`config.mk`:
```
export PLATFORM = sky130hd
export DESIGN_NAME = tone_key_scheduler
export DESIGN_NICKNAME = d
export VERILOG_FILES = /design/src/rtl/tone_key_scheduler.sv
export SDC_FILE = /design/constraint.sdc
export NUM_CORES = 1
export LEC_CHECK = 0
export CELL_PAD_IN_SITES_DETAIL_PLACEMENT = 1
export CELL_PAD_IN_SITES_GLOBAL_PLACEMENT = 2
export CORE_ASPECT_RATIO = 0.5
export CORE_MARGIN = 2
export CORE_UTILIZATION = 33
export DETAILED_ROUTE_END_ITERATION = 8
export MAX_ROUTING_LAYER = met4
export PLACE_DENSITY_LB_ADDON = 0.1
export SYNTH_ARGS = -nofsm -noshare
export SYNTH_HDL_FRONTEND = slang
export SYNTH_SLANG_ARGS = --single-unit
```
`constraint.sdc`:
```
create_clock -name clk -period 3.2 [get_ports clk]
set_clock_uncertainty 0.15 [all_clocks]
set_input_delay 0.96 -clock clk [delete_from_list [all_inputs] [get_ports clk]]
set_output_delay 0.96 -clock clk [all_outputs]
set_load 0.05 [all_outputs]
```
`src/rtl/tone_key_scheduler.sv`:
```
// Eight-key tone scheduler: picks the highest pressed key and drives one shared square-wave divider.
// Note changes and releases always let a high half-period run to completion.
module tone_key_scheduler #(
  parameter int DIV_SHIFT = 0,
  parameter int GAP_CYC   = 1000
) (
  input  logic       clk,
  input  logic       rst,
  input  logic [7:0] key,
  input  logic       enable,
  output logic       tone_out,
  output logic [2:0] note_idx,
  output logic       note_valid,
  output logic       busy
);

  typedef enum logic [2:0] {IDLE, LOAD, PLAY, RELEASE, GAP} state_t;

  state_t      state;
  logic [7:0]  key_q;
  logic [2:0]  winner;
  logic [15:0] half;
  logic [15:0] count;
  logic [31:0] gap_cnt;
  logic        pend;
  logic        terminal;

  function automatic logic [15:0] half_of(input logic [2:0] idx);
    logic [15:0] base;
    logic [15:0] sh;
    case (idx)
      3'd0:    base = 16'd47778;
      3'd1:    base = 16'd42566;
      3'd2:    base = 16'd37921;
      3'd3:    base = 16'd35793;
      3'd4:    base = 16'd31888;
      3'd5:    base = 16'd28409;
      3'd6:    base = 16'd25310;
      default: base = 16'd23889;
    endcase
    sh = base >> DIV_SHIFT;
    return (sh < 16'd2) ? 16'd2 : sh;
  endfunction

  // Highest pressed key wins.
  always_comb begin
    winner = 3'd0;
    for (int i = 0; i < 8; i++) begin
      if (key_q[i]) winner = 3'(i);
    end
  end

  assign terminal = (count == half - 16'd1);

  always_ff @(posedge clk) begin
    if (!rst) begin
      state      <= IDLE;
      key_q      <= 8'd0;
      tone_out   <= 1'b0;
      note_idx   <= 3'd0;
      note_valid <= 1'b0;
      busy       <= 1'b0;
      half       <= 16'd0;
      count      <= 16'd0;
      gap_cnt    <= 32'd0;
      pend       <= 1'b0;
    end else begin
      key_q <= key;
      if (!enable) begin
        state      <= IDLE;
        tone_out   <= 1'b0;
        note_valid <= 1'b0;
        busy       <= 1'b0;
        count      <= 16'd0;
        gap_cnt    <= 32'd0;
        pend       <= 1'b0;
      end else begin
        case (state)
          IDLE: begin
            if (key_q != 8'd0) begin
              state      <= LOAD;
              note_valid <= 1'b1;
              busy       <= 1'b1;
            end
          end
          LOAD: begin
            note_idx <= winner;
            half     <= half_of(winner);
            count    <= 16'd0;
            state    <= PLAY;
          end
          PLAY: begin
            count <= terminal ? 16'd0 : count + 16'd1;
            // On the exit cycle a terminal count may only end a high half, never start one.
            if (key_q == 8'd0 || winner != note_idx) begin
              state <= RELEASE;
              pend  <= (key_q != 8'd0);
              if (terminal && tone_out) tone_out <= 1'b0;
            end else if (terminal) begin
              tone_out <= ~tone_out;
            end
          end
          RELEASE: begin
            if (!tone_out || terminal) begin
              tone_out   <= 1'b0;
              count      <= 16'd0;
              note_valid <= 1'b0;
              if (pend) begin
                state   <= GAP;
                gap_cnt <= 32'd0;
              end else begin
                state <= IDLE;
                busy  <= 1'b0;
              end
            end else begin
              count <= count + 16'd1;
            end
          end
          GAP: begin
            if (gap_cnt == 32'(GAP_CYC - 1)) begin
              pend <= 1'b0;
              if (key_q != 8'd0) begin
                state      <= LOAD;
                note_valid <= 1'b1;
              end else begin
                state <= IDLE;
                busy  <= 1'b0;
              end
            end else begin
              gap_cnt <= gap_cnt + 32'd1;
            end
          end
          default: begin
            state      <= IDLE;
            tone_out   <= 1'b0;
            note_valid <= 1'b0;
            busy       <= 1'b0;
          end
        endcase
      end
    end
  end

endmodule

```
==> reports/metrics.yaml <==
synth:
  syn_area_per_cell_um2: 7.85
  syn-cell-area_um2: 4540
  async_reset_ff_frac: 0
  netlist.area_leader.share: 0.362
  synth-edff-count: 0
  synth_top_area_cell: "dfxtp_1"
  synth_cell_types: 59
  yosys-top-cells-area: "dfxtp_1, a21oi_1, nand2_1"
  ys.flop_type: "dfxtp_1"
  synthCells: 578
  synth_most_common_cell: "dfxtp_1"
  synthesis.nets: 592
  ys_warn_count: 0
  synth.cells.most_frequent: "dfxtp_1, a21oi_1, nand2_1"
  yosysSeqAreaShare: 0.362
  ys_ff_latch: 82
drt:
  avgViaCountPerCell: 5.43
  drc: 0
  dr.pass1.iters: 4
  detail-route-antenna-nets: 0
  wl_um: 14200
  avgRoutedWirePerCell_um: 17.4
  drt_iter0_markers: 157
  vias: 4440
placement:
  numPortBuffers: 16
  place_area_um2: 5240
  globalplace.congestion: 0.870
  dp_hpwl_um: 9970
global_route:
  grt_max_degree: 28
  antenna_found_initial: 0
  grt_pass1_wl_um: 22600
  grt_usage: 0.200
  grt-ovfl-total: 0
  first_global_vias: 4307
cts:
  cts_tree: "done"
  clk_latency_ns: 0.34
  ctsHoldBuffers: 0
  clockRootBuffer: "clkbuf_16"
  cts_made_buffers: 9
  cts.sinks: 82
  clock_path_buffers: 2
  cts_max_level: 3
  clk_pin_slew_ns: 0.06
pwr:
  power.internal_mw: 2.00
  power.switching_mw: 0.685
  clkPwrFrac: 0.444
  ir_drop_uv: 179
  power.combinational.fraction: 0.158
  p_sw_frac: 0.255
  power_per_cell_area_nw_per_um2: 445
  p_seq_frac: 0.397
  p_leak_nw: 2.10
sta:
  hold_ws_ns: 0.333
  fin_crit_sh: 0.990
  finalCriticalPeriod_ns: 3.17
  rsz0062_at_grt: "true"
  slew_headroom: 0.413
  final_hold_viol_count: 0
  setup_violations: 0
  fmax_ghz: 0.316
  tightest_slew_ns: 0.874
  slew_violations: 0
floorplan:
  core-area_um2: 13500
  die_y_um: 86.9
  die_area_um2: 14800
  io-pin-count: 17
  row_count: 30
  die_w_um: 170
  initial_core_util: 0.337
setup_path:
  cp_data_arrival_time_ns: 3.30
  endpoint_kind: "flop"
  crit_fanout: 5
  r2r_setup_slack_ns: 0.03
  cp.required_ns: 3.33
  worstSetupPathType: "reg2reg"
  start_kind: "flop"
min_path:
  hold_path_class: "reg2reg"
cells_and_area:
  design_area_um2: 6040
  synthToLayoutAreaGrowth_pct: 33.1
  fill_cells: 1585
  antennaDiodeCount: 0
  drive_gt1_frac: 0.225
  fin_nets: 650
status:
  run_status: "finished clean"
job:
  cap_violations: 0
==> registers in the layout, indices dropped and copies added, names as in the netlist <==
signal	flops
gap_cnt	32
note_valid	1
busy	1
count	16
half	16
pend	1
key_q	8
state	3
note_idx	3
tone_out	1
==> logic make-up (layout without fill, tap and decap cells) <==
group	after synthesis	after routing	synth area share
adder cells (fa/ha/maj)	4	4	0.0105
multiplexers	11	11	0.0243
buffers and inverters	59	120	0.0530
flip-flops	82	82	0.362
AO/OA/AOI/OAI	146	148	0.202
AND/OR/NAND/NOR	252	252	0.299
XOR/XNOR	24	24	0.0496
==> worst max-delay path: stages (launching register included) <==
cell and delay (ns):
dfxtp_2 0.35, inv_2 0.04, ha_4 0.15, buf_6 0.11, nor2b_4 0.12, or3_4 0.39
a31oi_4 0.21, nand3_2 0.09, or4_4 0.55, o21ba_4 0.27, buf_12 0.13, or4_4 0.41
a21oi_2 0.12
==> worst paths after layout <==
check	start	to	cells after the start
hold / removal	gap_cnt[7]	gap_cnt[7]	2
hold reg to reg	gap_cnt[7]	gap_cnt[7]	2
setup reg to reg	half[0]	gap_cnt[0]	12
setup / recovery	half[0]	gap_cnt[0]	12
==> power by group through the flow <==
| stage | Sequential, mW | Combinational, mW | Clock (mW) |
|---|---|---|---|
| after CTS | 1.06 | 0.367 | 1.22 |
| after global placement | 1.09 | 0.348 | 0 |
| after detailed placement | 1.09 | 0.351 | 0 |
| final | 1.07 | 0.425 | 1.19 |
| after global routing | 1.07 | 0.461 | 1.27 |
| after floorplan | 1.09 | 0.202 | 0 |
==> placed cells by master (no fill, tap or decap), types with 8 or more instances in the layout <==
cell type | netlist | layout
a21oi_1 | 54 | 43
a21oi_2 | 0 | 11
and2_1 | 15 | 15
and3_1 | 11 | 11
buf_4 | 0 | 50
clkbuf_16 | 0 | 12
clkdlybuf4s50_1 | 0 | 16
dfxtp_1 | 82 | 77
inv_1 | 24 | 22
mux2i_1 | 11 | 10
nand2_1 | 49 | 48
nand3_1 | 31 | 28
nand4_1 | 17 | 17
nor2_1 | 36 | 36
nor3_1 | 16 | 13
nor4_1 | 16 | 14
o21ai_0 | 35 | 34
o31ai_1 | 9 | 8
or3_1 | 23 | 13
or3_4 | 0 | 10
xnor2_1 | 17 | 16
==> final cells by class <==
cell class              count  area (µm²)  area share
well taps                 176         220      0.0365
clock inverters             3        68.8      0.0114
flip-flops and latches     82        1650       0.273
repair buffers             80         796       0.132
inverters                  24        90.1      0.0149
clock buffers              13         270      0.0447
multi-input cells         439        2950       0.488
==> stage by stage <==
stage	setup TNS (ns)	std cells	worst slack (ns)	util	total power, mW
after floorplan	-0.000808	578	-0.000808	-	1.29
after global placement	-2.20	787	-0.0924	0.389	1.44
after detailed placement	-4.63	787	-0.204	0.389	1.44
after CTS	0	808	0.000305	0.422	2.65
after global routing	-1.64	817	-0.107	0.448	2.80
final	0	817	0.0309	0.448	2.69
==> metal layers <==
metal / global-route usage / wire (µm)
met5: - / 0
met3: 0.0400 / 326
met4: 0.0490 / 124
met2: 0.314 / 6360
met1: 0.267 / 7390
==> repair_timing <==
action,4_1_cts,5_1_grt
buffers inserted,3,6
setup endpoints to repair,41,46
pin swaps,10,48
cloned,2,3
gates resized for setup,15,50
Power figures use the tool's default switching activity.
